$ cat config.mk
export PLATFORM = sky130hd
export DESIGN_NAME = button_input_conditioner
export DESIGN_NICKNAME = d
export VERILOG_FILES = /design/src/rtl/button_input_conditioner_pkg.sv /design/src/rtl/button_input_conditioner_btn_debounce_ch.sv /design/src/rtl/button_input_conditioner.sv
export SDC_FILE = /design/constraint.sdc
export NUM_CORES = 1
export LEC_CHECK = 0
export BUFFER_PORTS_ARGS = -buffer_cell sky130_fd_sc_hd__buf_2
export CAP_MARGIN = 40
export CORE_ASPECT_RATIO = 1.2
export CORE_MARGIN = 4
export CORE_UTILIZATION = 59
export CTS_BUF_LIST = sky130_fd_sc_hd__clkbuf_8
export DETAILED_ROUTE_END_ITERATION = 12
export PLACE_DENSITY = 0.85
export REMOVE_ABC_BUFFERS = 1
export SKIP_CTS_REPAIR_TIMING = 1
export SYNTH_ARGS = -nofsm -noshare
export SYNTH_HDL_FRONTEND = slang
export SYNTH_SLANG_ARGS = --single-unit
export TNS_END_PERCENT = 30
$ cat constraint.sdc
create_clock -name clk -period 2.82 [get_ports clk]
set_input_delay 0.564 -clock clk [delete_from_list [all_inputs] [get_ports clk]]
set_output_delay 0.564 -clock clk [all_outputs]
set_load 0.02 [all_outputs]
$ cat src/rtl/button_input_conditioner_pkg.sv
// Shared definitions for the push-button conditioner and its consumers.
// Button codes match the PCU button-status CSR encoding.
package button_input_conditioner_pkg;

  localparam int unsigned NUM_BTN = 5;

  // Bit positions inside btn_raw / btn_level
  localparam int unsigned BIT_U = 0;
  localparam int unsigned BIT_D = 1;
  localparam int unsigned BIT_L = 2;
  localparam int unsigned BIT_R = 3;
  localparam int unsigned BIT_C = 4;

  // Button codes shared with the PCU CSR write logic
  localparam logic [31:0] BTN_NONE   = 32'd0;
  localparam logic [31:0] BTN_UP     = 32'd1;
  localparam logic [31:0] BTN_DOWN   = 32'd2;
  localparam logic [31:0] BTN_LEFT   = 32'd3;
  localparam logic [31:0] BTN_RIGHT  = 32'd4;
  localparam logic [31:0] BTN_CENTER = 32'd5;

  // Per-button press/release state
  typedef enum logic [1:0] {
    ST_IDLE         = 2'd0,
    ST_PRESS_WAIT   = 2'd1,
    ST_HELD         = 2'd2,
    ST_RELEASE_WAIT = 2'd3
  } btn_state_e;

  // Priority encoder: up > down > left > right > centre
  function automatic logic [31:0] btn_encode(input logic [NUM_BTN-1:0] p);
    logic [31:0] code;
    code = BTN_NONE;
    if (p[BIT_U])      code = BTN_UP;
    else if (p[BIT_D]) code = BTN_DOWN;
    else if (p[BIT_L]) code = BTN_LEFT;
    else if (p[BIT_R]) code = BTN_RIGHT;
    else if (p[BIT_C]) code = BTN_CENTER;
    return code;
  endfunction

endpackage

$ cat src/rtl/button_input_conditioner_btn_debounce_ch.sv
// One button channel: 2-flop synchroniser, stability counter and
// press/release FSM. fire_o is a combinational strobe that is high on the
// cycle whose closing edge enters HELD (or, with BTN_AUTOREPEAT_EN defined,
// on each auto-repeat period while HELD); the top registers it.
module btn_debounce_ch
  import button_input_conditioner_pkg::*;
#(
  parameter int unsigned DEBOUNCE_CYCLES = 1000000,
  parameter int unsigned CNT_W           = 20,
  parameter int unsigned REPEAT_CYCLES   = 50000000
) (
  input  logic clk_i,
  input  logic rstn_i,
  input  logic btn_raw_i,
  output logic fire_o,
  output logic level_o
);

  // Reject parameter sets the counter cannot represent
  if (DEBOUNCE_CYCLES < 2 || DEBOUNCE_CYCLES > (2 ** CNT_W) - 1) begin : g_bad_debounce
    $error("DEBOUNCE_CYCLES out of range for CNT_W");
  end
  if (REPEAT_CYCLES < 1) begin : g_bad_repeat
    $error("REPEAT_CYCLES must be at least 1");
  end

  localparam logic [CNT_W-1:0] CNT_LAST = CNT_W'(DEBOUNCE_CYCLES - 1);

  logic       sync1_q;
  logic       sync2_q;
  btn_state_e state_q, state_d;
  logic [CNT_W-1:0] cnt_q, cnt_d;
  logic       press_fire;

  // Two-flop synchroniser; only sync2_q is used downstream
  always_ff @(posedge clk_i or negedge rstn_i) begin
    if (!rstn_i) begin
      sync1_q <= 1'b0;
      sync2_q <= 1'b0;
    end else begin
      sync1_q <= btn_raw_i;
      sync2_q <= sync1_q;
    end
  end

  // FSM state and stability counter registers
  always_ff @(posedge clk_i or negedge rstn_i) begin
    if (!rstn_i) begin
      state_q <= ST_IDLE;
      cnt_q   <= '0;
    end else begin
      state_q <= state_d;
      cnt_q   <= cnt_d;
    end
  end

  // Next state: every disagreeing sample restarts the count, so the counter
  // stops at CNT_LAST and can never wrap
  always_comb begin
    state_d = state_q;
    cnt_d   = cnt_q;
    unique case (state_q)
      ST_IDLE: begin
        if (sync2_q) begin
          state_d = ST_PRESS_WAIT;
          cnt_d   = CNT_W'(1);
        end
      end
      ST_PRESS_WAIT: begin
        if (!sync2_q) begin
          state_d = ST_IDLE;
          cnt_d   = '0;
        end else if (cnt_q == CNT_LAST) begin
          state_d = ST_HELD;
          cnt_d   = '0;
        end else begin
          cnt_d = cnt_q + CNT_W'(1);
        end
      end
      ST_HELD: begin
        if (!sync2_q) begin
          state_d = ST_RELEASE_WAIT;
          cnt_d   = CNT_W'(1);
        end
      end
      ST_RELEASE_WAIT: begin
        if (sync2_q) begin
          state_d = ST_HELD;
          cnt_d   = '0;
        end else if (cnt_q == CNT_LAST) begin
          state_d = ST_IDLE;
          cnt_d   = '0;
        end else begin
          cnt_d = cnt_q + CNT_W'(1);
        end
      end
      default: begin
        state_d = ST_IDLE;
        cnt_d   = '0;
      end
    endcase
  end

`ifdef BTN_AUTOREPEAT_EN
  localparam int unsigned       REP_W    = $clog2(REPEAT_CYCLES + 1);
  localparam logic [REP_W-1:0]  REP_LAST = REP_W'(REPEAT_CYCLES - 1);

  logic [REP_W-1:0] rep_q;
  logic             rep_fire;

  assign rep_fire = (state_q == ST_HELD) && sync2_q && (rep_q == REP_LAST);

  // Repeat period counter: runs only while HELD stays HELD, clears otherwise
  always_ff @(posedge clk_i or negedge rstn_i) begin
    if (!rstn_i) begin
      rep_q <= '0;
    end else if ((state_q == ST_HELD) && sync2_q && (rep_q != REP_LAST)) begin
      rep_q <= rep_q + REP_W'(1);
    end else begin
      rep_q <= '0;
    end
  end
`endif

  // Outputs: fire strobe and debounced level decoded from the state
  always_comb begin
    press_fire = (state_q == ST_PRESS_WAIT) && sync2_q && (cnt_q == CNT_LAST);
    level_o    = (state_q == ST_HELD) || (state_q == ST_RELEASE_WAIT);
`ifdef BTN_AUTOREPEAT_EN
    fire_o     = press_fire || rep_fire;
`else
    fire_o     = press_fire;
`endif
  end

endmodule

$ cat src/rtl/button_input_conditioner.sv
// Conditions the five raw board buttons into single-cycle press pulses and
// a registered CSR-style button code for the PCU.
// Optional build macro: BTN_AUTOREPEAT_EN (periodic re-fire while held).
module button_input_conditioner
  import button_input_conditioner_pkg::*;
#(
  parameter int unsigned DEBOUNCE_CYCLES = 1000000,
  parameter int unsigned CNT_W           = 20,
  parameter int unsigned REPEAT_CYCLES   = 50000000
) (
  input  logic        clk,
  input  logic        rstn,
  input  logic [4:0]  btn_raw,
  input  logic        btn_en,
  output logic        butu,
  output logic        butd,
  output logic        butl,
  output logic        butr,
  output logic        butc,
  output logic [31:0] btn_code,
  output logic [4:0]  btn_level
);

  logic [NUM_BTN-1:0] fire;
  logic [NUM_BTN-1:0] pulse_d, pulse_q;
  logic [31:0]        code_d, code_q;

  for (genvar b = 0; b < NUM_BTN; b++) begin : g_ch
    btn_debounce_ch #(
      .DEBOUNCE_CYCLES (DEBOUNCE_CYCLES),
      .CNT_W           (CNT_W),
      .REPEAT_CYCLES   (REPEAT_CYCLES)
    ) u_ch (
      .clk_i     (clk),
      .rstn_i    (rstn),
      .btn_raw_i (btn_raw[b]),
      .fire_o    (fire[b]),
      .level_o   (btn_level[b])
    );
  end

  // Gate fires with btn_en on the same edge; a gated fire is simply lost
  always_comb begin
    pulse_d = fire & {NUM_BTN{btn_en}};
    code_d  = btn_encode(pulse_d);
  end

  // Pulse and code registers, kept in the same cycle
  always_ff @(posedge clk or negedge rstn) begin
    if (!rstn) begin
      pulse_q <= '0;
      code_q  <= BTN_NONE;
    end else begin
      pulse_q <= pulse_d;
      code_q  <= code_d;
    end
  end

  assign butu     = pulse_q[BIT_U];
  assign butd     = pulse_q[BIT_D];
  assign butl     = pulse_q[BIT_L];
  assign butr     = pulse_q[BIT_R];
  assign butc     = pulse_q[BIT_C];
  assign btn_code = code_q;

endmodule
==> flow_metrics.tcl, run 1 <==
set metrics [dict create \
    path_buf_inv 2 \
    period_share_pct 79.49 \
    cp_max_fo 17 \
    powerDensity_mw_per_mm2 731.5 \
    ant_nets 0 \
    clock_skew_ps 7.087 \
    clock_latency_ps 460 \
    cts_max_level 4 \
    antenna_found_initial 0 \
    setup_slack_ps 578.3 \
    synthArstFlopShare_pct 100.0 \
    crit_arrival_ps 2590 \
    syn2layout_area_growth_pct 6.878 \
    vias 5797 \
    finalNetCount 766 \
    synth_area_mm2 0.006930 \
    critPathTopFamily "simple AND/OR/NAND/NOR gates" \
    reg2reg_depth 7 \
    synth_edf_count 0 \
    drive_gt1_share_pct 11.75 \
    dp_slack_ps 603.2 \
    wl_per_cell_um 16.03 \
    fill_cells 899 \
    gp_congestion 0.8738 \
    dp_hpwl_mm 10.16 \
    grt_pass1_vias 5549 \
    synth_flop_cell "dfrtp_1" \
    die_w_um 106.9 \
    grt_setup_unrepaired "false" \
    period_needed_ps 2242 \
    seq_area_frac_synth_pct 46.22 \
    cts_buffer_depth 2 \
    clock_sinks 128 \
    netlist_instances 745 \
    leakage_nw 3.166 \
    routed_wirelength_mm 14.80 \
    crit_chain "or4b_1 -> nor3_2 -> a31oi_2 -> buf_6 -> buf_4 -> a32oi_1 -> nand2_1" \
    via_per_inst 6.281 \
    path_clk_slew_ps 70 \
    hold_violations 0 \
    die_area_mm2 0.01355 \
    hold_ws_ps 86.50 \
    grt_first_pass_wirelength_mm 25.27 \
    crit_required_ps 3170 \
    worst_path_max_delay_cell "or4b_1" \
    relSlewSlack_pct 38.73 \
    synth_warnings 0 \
    gr-total-overflow 0 \
    final_max_slew_viol_count 0 \
    gr-usage-all-layers_pct 22.96 \
    max_freq_ghz 0.4461 \
    fp.dieH_um 126.7 \
    grt_max_degree 65 \
    critical_path_class "flop to flop" \
    first_pass_iters 5 \
    fp-row-count 43 \
    status "finished clean" \
    critPathLaunch "g_ch[1].u_ch.cnt_q[13]" \
    antenna_cells 0 \
    setup_viol 0 \
    crit_path_start_kind "flop" \
    regToRegSetupSlack_ps 580 \
    cts_tree "done" \
    setup_tns_ps 0 \
    route.detailed.drc 0 \
    cp-end-kind "flop" \
    port_buffers 20 \
    io_pins 50 \
    cts_buffers 17 \
    synth_cell_types 63 \
    timing.rr.start "g_ch[1].u_ch.cnt_q[13]" \
    total_power_mw 5.418 \
    maxCapViolations 0 \
    clock-root-buffer "clkbuf_8" \
    drtIter0Drc 379 \
    yosys_register_bits 128 \
    final_common_cell "dfrtp_1" \
    reg2reg_to "g_ch[1].u_ch.cnt_q[18]" \
    hold_path.class "input pin to asynchronous set/reset pin" \
    worstMarginPinSlew_ps 910.7 \
    slowest_delay_ps 550 \
    start_util_pct 60.19 \
    syn_area_per_cell_um2 9.303 \
    core_mm2 0.01151 \
    mostFrequentLayoutCells "dfrtp_1 (128), nand2_1 (78), a31oi_1 (76), a21oi_1 (51), nand3_1 (40)" \
    ir_drop_uv 550.8 \
]
[where the power goes]
part / internal, mW / switching (mW) / total (mW)
clock network: 0.955 / 0.744 / 1.70
registers: 1.99 / 0.210 / 2.20
logic: 0.508 / 1.01 / 1.52
[layout make-up]
type                       count  area (um2)  share of cell area [%]
multi-input combinational    560        3321                   44.83
inverter                      15       56.30                  0.7601
clock buffer                  17       234.0                   3.159
timing repair buffer          31       201.4                   2.720
clock inverter                15       195.2                   2.635
sequential                   128        3203                   43.24
tap                          157       196.4                   2.652
[kinds of logic after synthesis]
kind of cell,after synthesis,synth area share (%)
compound gates,229,21.03
xor+xnor,9,1.137
fa+ha+maj,5,0.9027
buf+inv,85,7.492
flops,128,46.22
mux,6,0.9388
other cells,1,0.05411
simple gates,282,22.22
[worst max-delay path by stage]
| stage | to | cells past startpoint |
|---|---|---|
| floorplan | g_ch[4].u_ch.cnt_q[12] | 6 |
| global placement | g_ch[1].u_ch.cnt_q[16] | 7 |
| detailed placement | g_ch[1].u_ch.cnt_q[18] | 7 |
| CTS | g_ch[1].u_ch.cnt_q[18] | 7 |
| global route | g_ch[1].u_ch.cnt_q[18] | 7 |
| finish | g_ch[1].u_ch.cnt_q[18] | 7 |
[worst register-to-register path: cells and delay by family, from the launching register on]
family	cells	cell delay [ps]
flops	1	430
simple gates	3	810
buf+inv	2	420
compound gates	2	460
[cells in the mapped netlist, drive strengths merged, types with 2 or more instances]
library cell	instances	share of area (%)
o21ai	33	2.4
nor3	13	1.0
dfrtp	128	46
and3	12	1.1
mux2i	2	0.29
buf	51	5.6
xor2	6	0.76
a41oi	13	1.6
and4b	6	0.92
or2b	3	0.32
ha	5	0.90
nand3b	3	0.32
mux2	4	0.65
clkbuf	19	1.1
xnor2	3	0.38
nor2b	2	0.18
a31oi	77	7.0
and2	6	0.54
o211ai	5	0.54
o21ba	2	0.29
a21o	13	1.4
and4	12	1.6
o21a	6	0.65
nor2	38	2.2
and4bb	2	0.36
o22ai	2	0.18
nor4	15	1.5
a22o	10	1.3
o31ai	2	0.22
a31o	2	0.25
a21oi	55	4.1
nand2	78	4.2
or3	2	0.18
nand4	23	2.1
a32o	2	0.29
or4	5	0.60
inv	15	0.81
or2	4	0.36
nand2b	12	1.1
a21boi	3	0.32
nor3b	2	0.22
nand3	41	3.0
[through the flow]
stage | instances | area [um2] | utilization (%)
3_3_place_gp | 890 | 6967 | 60.51
4_1_cts | 923 | 7407 | 64.33
5_1_grt | 923 | 7407 | 64.33
2_1_floorplan | 703 | 6573 | -
3_5_place_dp | 891 | 6978 | 60.61
6_report | 923 | 7407 | 64.33
[state kept, by name (all words and copies together), names as in the netlist, named ones only]
signal             flops
g_ch.u_ch.state_q      5
g_ch.u_ch.cnt_q      100
g_ch.u_ch.sync1_q      5
btn_code               3
g_ch.u_ch.sync2_q      5
pulse_q                5
[metal layers]
| layer | up-vias | share of wire [%] | global-route usage [%] | wire [um] |
|---|---|---|---|---|
| li1 | 2765 | - | - | - |
| met1 | 2857 | 42 | 28.23 | 6229 |
| met2 | 144 | 51 | 38.66 | 7528 |
| met3 | 31 | 4.9 | 5.496 | 718 |
| met4 | 0 | 2.2 | 9.782 | 321 |
| met5 | - | 0 | 0 | 0 |
(Power assumes the default switching activity.)
==> run 2, diff against run 1 <==
==> constraint.sdc (replaced) <==
create_clock -name clk -period 2.2 [get_ports clk]
set_input_delay 0.44 -clock clk [delete_from_list [all_inputs] [get_ports clk]]
set_output_delay 0.44 -clock clk [all_outputs]
set_load 0.02 [all_outputs]
==> run 2 against run 1 <==
Compared with the run above: non-clock buffer count up 9; via count up 2.1%; sequential share of layout area down 0.62 points; fmax up 6.1%; highest routed layer unchanged; largest power group unchanged; worst hold slack worse by 3.1 ps.
==> flow_metrics.tcl, run 2 (synthesis gave the netlist of run 1 again) <==
set metrics [dict create \
    syn2layout_area_growth_pct 8.431 \
    fin_area_mm2 0.007515 \
    setup_slack_ps 86.94 \
    timing.rr.start "g_ch[1].u_ch.cnt_q[13]" \
    dp_slack_ps 72.22 \
    grt_pass1_vias 5560 \
    grt_setup_unrepaired "false" \
    dp_hpwl_mm 10.57 \
    leakage_nw 3.247 \
    cts_buffers 17 \
    core_mm2 0.01151 \
    grt_max_degree 41 \
    vias 5919 \
    wl_met2_mm 7.800 \
    hold_violations 0 \
    period_share_pct 96.05 \
    cp-end-kind "flop" \
    finalNetCount 775 \
    setup_viol 0 \
    wl_per_cell_um 16.48 \
    endpoint "g_ch[1].u_ch.cnt_q[10]" \
    gr-usage-all-layers_pct 23.39 \
    antenna_cells 0 \
    io_pins 50 \
    crit_required_ps 2530 \
    clock-root-buffer "clkbuf_8" \
    die_area_mm2 0.01355 \
    fp.dieH_um 126.7 \
    cts_max_level 4 \
    dr_wl_met3_um 829 \
    regToRegSetupSlack_ps 90 \
    hold_path.class "input pin to flop" \
    maxCapViolations 0 \
    cts_buffer_depth 2 \
    powerDensity_mw_per_mm2 917.8 \
    gr-total-overflow 0 \
    path_clk_slew_ps 80 \
    clock_sinks 128 \
    port_buffers 20 \
    grt_first_pass_wirelength_mm 25.88 \
    route.detailed.drc 0 \
    gp_congestion 0.8911 \
    reg2reg_depth 6 \
    status "finished clean" \
    regMostFlops "g_ch.u_ch.cnt_q" \
    start_util_pct 60.19 \
    utilization_pct 65.27 \
    max_freq_ghz 0.4732 \
    critical_path_class "flop to flop" \
    dpl_cell_area_mm2 0.007059 \
    crit_arrival_ps 2440 \
    period_needed_ps 2113 \
    top_layer_used "met4" \
    reg2reg_to "g_ch[1].u_ch.cnt_q[10]" \
    cts_tree "done" \
    final_common_cell "dfrtp_1" \
    hold_ws_ps 83.39 \
    clock_skew_ps 10.63 \
    clock_latency_ps 460 \
    met1_length_mm 6.295 \
    fp-row-count 43 \
    ir_drop_uv 805.0 \
    ant_nets 0 \
    routed_wirelength_mm 15.36 \
    cp_max_fo 12 \
    via_per_inst 6.351 \
    critPathLaunch "g_ch[1].u_ch.cnt_q[13]" \
    mostFrequentLayoutCells "dfrtp_1 (128), nand2_1 (78), a31oi_1 (76), a21oi_1 (51), nand3_1 (40)" \
    antenna_found_initial 0 \
    worstMarginPinSlew_ps 577.3 \
    setup_tns_ps 0 \
    drive_gt1_share_pct 12.90 \
    crit_path_start_kind "flop" \
    final_max_slew_viol_count 0 \
    die_w_um 106.9 \
    first_pass_iters 5 \
    drtIter0Drc 449 \
    relSlewSlack_pct 61.37 \
    largest_register_ffs 100 \
]
[run 2: changes by cell type in the layout (fill, tap and decap cells not counted), sizes merged]
cell / previous run / this run
bufinv: 4 / 2
clkbuf: 17 / 19
clkinv: 6 / 4
buf: 31 / 39
inv: 16 / 19
clkinvlp: 4 / 3
dlygate4sd3: 0 / 1
[run 2: cell type report]
| class | count | area, um2 |
|---|---|---|
| inverters | 15 | 56.30 |
| flip-flops and latches | 128 | 3203 |
| multi-input cells | 560 | 3353 |
| clock inverters | 13 | 151.4 |
| clock buffers | 19 | 261.5 |
| repair buffers | 40 | 292.8 |
| well taps | 157 | 196.4 |
| fillers | 931 | 3999 |
[run 2: power breakdown]
group          internal [mW]  switching, mW
Sequential              2.55          0.263
Combinational          0.697           1.31
Clock                   1.09          0.990
Total                   4.33           2.56
[run 2: worst min path at each step]
stage | startpoint | endpoint | slack (ps) | cells after the start
2_1_floorplan | rstn | asynchronous set/reset pin | 140 | 0
6_report | btn_raw[1] | g_ch[1].u_ch.sync1_q | 80 | 1
4_1_cts | rstn | g_ch[0].u_ch.cnt_q[7] | -30 | 1
3_3_place_gp | g_ch[2].u_ch.sync1_q | g_ch[2].u_ch.sync2_q | 330 | 0
3_5_place_dp | g_ch[1].u_ch.sync1_q | g_ch[1].u_ch.sync2_q | 340 | 0
5_1_grt | btn_raw[1] | g_ch[1].u_ch.sync1_q | 60 | 1
[run 2: metrics by stage]
stage	cells	total power [mW]
after detailed placement	899	4.816
after floorplan	703	4.168
after global placement	899	4.692
final	932	6.897
after global routing	932	7.291
after CTS	931	6.890
[run 2: worst max-delay path: stages, from the launching register on]
cell,delay [ps]
dfrtp_1,430
or4b_1,570
nor3_2,250
a31oi_4,190
buf_4,230
a41oi_1,240
a31oi_1,60
[run 2: metal layers]
| layer | vias up | global-route usage [%] |
|---|---|---|
| met2 | 193 | 39.55 |
| met4 | 0 | 9.782 |
| li1 | 2781 | - |
| met5 | - | 0 |
| met3 | 46 | 5.038 |
| met1 | 2899 | 29.07 |
==> run 3, diff against run 2 <==
--- a/config.mk
+++ b/config.mk
@@ -12,7 +12,7 @@
 export CORE_UTILIZATION = 59
 export CTS_BUF_LIST = sky130_fd_sc_hd__clkbuf_8
 export DETAILED_ROUTE_END_ITERATION = 12
-export PLACE_DENSITY = 0.85
+export PLACE_DENSITY = 0.88
 export REMOVE_ABC_BUFFERS = 1
 export SKIP_CTS_REPAIR_TIMING = 1
 export SYNTH_ARGS = -nofsm -noshare
==> run 3 against run 2 <==
Compared with the run above: sequential cell count stayed put; routed wire length is 0.82% lower; design area is 0.43% lower; sequential power hardly changed; power is 0.35% lower; combinational power is 4% higher; fmax is 3.0% higher; largest cell class unchanged; largest power group unchanged; highest routed layer unchanged.
==> flow_metrics.tcl, run 3 (synthesis gave the netlist of run 1 again) <==
set metrics [dict create \
    clock_skew_ps 12.23 \
    antenna_cells 0 \
    dp_hpwl_mm 10.36 \
    powerDensity_mw_per_mm2 918.6 \
    maxCapViolations 0 \
    path_clk_slew_ps 60 \
    syn2layout_area_growth_pct 7.962 \
    reg2reg_to "g_ch[2].u_ch.cnt_q[9]" \
    cts_buffers 17 \
    hold_ws_ps 99.30 \
    finalNetCount 773 \
    antenna_found_initial 0 \
    start_util_pct 60.19 \
    grt_setup_unrepaired "false" \
    die_area_mm2 0.01355 \
    via_per_inst 6.383 \
    first_pass_iters 5 \
    core_mm2 0.01151 \
    hold_path.class "input pin to flop" \
    crit_arrival_ps 2390 \
    setup_viol 0 \
    clock_latency_ps 450 \
    max_freq_ghz 0.4875 \
    period_needed_ps 2051 \
    die_w_um 106.9 \
    clock-root-buffer "clkbuf_8" \
    cts_tree "done" \
    timing.rr.start "g_ch[2].u_ch.cnt_q[1]" \
    regMostFlops "g_ch.u_ch.cnt_q" \
    crit_chain "ha_1 -> nand3_2 -> nor4_4 -> a21o_1 -> o21ai_0 -> a22o_1" \
    grt_pass1_vias 5714 \
    port_buffers 20 \
    vias 5930 \
    io_pins 50 \
    leakage_nw 3.238 \
    cp-end-kind "flop" \
    drive_gt1_share_pct 12.18 \
    path_buf_inv 0 \
    drtIter0Drc 426 \
    crit_cells 6 \
    endpoint "g_ch[2].u_ch.cnt_q[9]" \
    crit_path_start_kind "flop" \
    gp_congestion 0.8672 \
    mostFrequentLayoutCells "dfrtp_1 (128), nand2_1 (78), a31oi_1 (76), a21oi_1 (51), nand3_1 (40)" \
    critical_path_class "flop to flop" \
    critPathTopFamily "compound AO/OA/AOI/OAI gates" \
    regToRegSetupSlack_ps 150 \
    cts_max_level 4 \
    cts_buffer_depth 2 \
    ant_nets 0 \
    critPathLaunch "g_ch[2].u_ch.cnt_q[1]" \
    hold_violations 0 \
    placed_cells 897 \
    final_common_cell "dfrtp_1" \
    route.detailed.drc 0 \
    status "finished clean" \
    slowest_delay_ps 420 \
    gr-total-overflow 0 \
    worst_path_max_delay_cell "nor4_4" \
    ir_drop_uv 718.0 \
    crit_required_ps 2540 \
    reg2reg_depth 6 \
    relSlewSlack_pct 59.85 \
    clock_sinks 128 \
    wl_per_cell_um 16.40 \
    fp.dieH_um 126.7 \
    largest_register_ffs 100 \
    fill_cells 874 \
    final_max_slew_viol_count 0 \
    grt_first_pass_wirelength_mm 25.54 \
    whs_path_depth 1 \
    period_share_pct 93.23 \
    gr-usage-all-layers_pct 22.96 \
    worstMarginPinSlew_ps 600.0 \
    grt_max_degree 72 \
    final_cells 929 \
    fp-row-count 43 \
    routed_wirelength_mm 15.24 \
    cp_max_fo 7 \
]
[run 3: cell types whose count changed in the layout (fill, tap and decap cells not counted), moves of 3 or more]
cell	change
inv_6	-3
buf_4	-4
inv_1	+4
clkinv_4	-3
clkinvlp_4	-3
clkinv_2	+3
[run 3: power breakdown]
group	switching [mW]	total, mW	internal [mW]	leakage, nW
registers	0.271	2.83	2.55	1.73
clock network	0.860	1.96	1.10	0.216
logic	1.34	2.09	0.748	1.30
[run 3: worst min path at each step]
stage / slack, ps / from / endpoint
2_1_floorplan: 140 / rstn / asynchronous set/reset pin
5_1_grt: 80 / btn_raw[4] / g_ch[4].u_ch.sync1_q
3_3_place_gp: 270 / rstn / g_ch[3].u_ch.cnt_q[12]
6_report: 100 / btn_raw[1] / g_ch[1].u_ch.sync1_q
4_1_cts: -230 / rstn / g_ch[3].u_ch.cnt_q[15]
3_5_place_dp: 260 / rstn / g_ch[3].u_ch.cnt_q[12]
[run 3: worst register-to-register path, delay by kind of cell (launching register included)]
kind / cells / cell delay (ps)
flip-flops: 1 / 390
adder cells (fa/ha/maj): 1 / 260
AO/OA/AOI/OAI: 3 / 740
AND/OR/NAND/NOR: 2 / 560
[run 3: through the flow]
stage	cell area, um2	setup WS [ps]	total power [mW]	TNS [ps]	utilization [%]
2_1_floorplan	6573	-386.7	4.168	-8664	-
4_1_cts	7445	54.80	6.855	0	64.66
6_report	7482	148.9	6.873	0	64.99
5_1_grt	7482	4.876	7.267	0	64.99
3_3_place_gp	7049	37.98	4.727	0	61.23
3_5_place_dp	7061	27.21	4.896	0	61.32
[run 3: layout make-up]
class                      instances  area [um2]  share of cell area [%]
clock buffer                      21       289.0                   3.863
clock inverter                    10       95.09                   1.271
inverter                          15       56.30                  0.7525
multi-input combinational        560        3348                   44.75
sequential                       128        3203                   42.81
tap                              157       196.4                   2.625
timing repair buffer              38       294.0                   3.930
[run 3: metal layers]
layer  wire length, um  share of wire (%)  vias to the layer above  track usage (%)
met5                 0                  0                        -                0
met4               395                2.6                        0            11.51
met3               831                5.5                       38            5.547
met2              7623                 50                      208            38.10
met1              6386                 42                     2916            27.91
li1                  -                  -                     2768                -
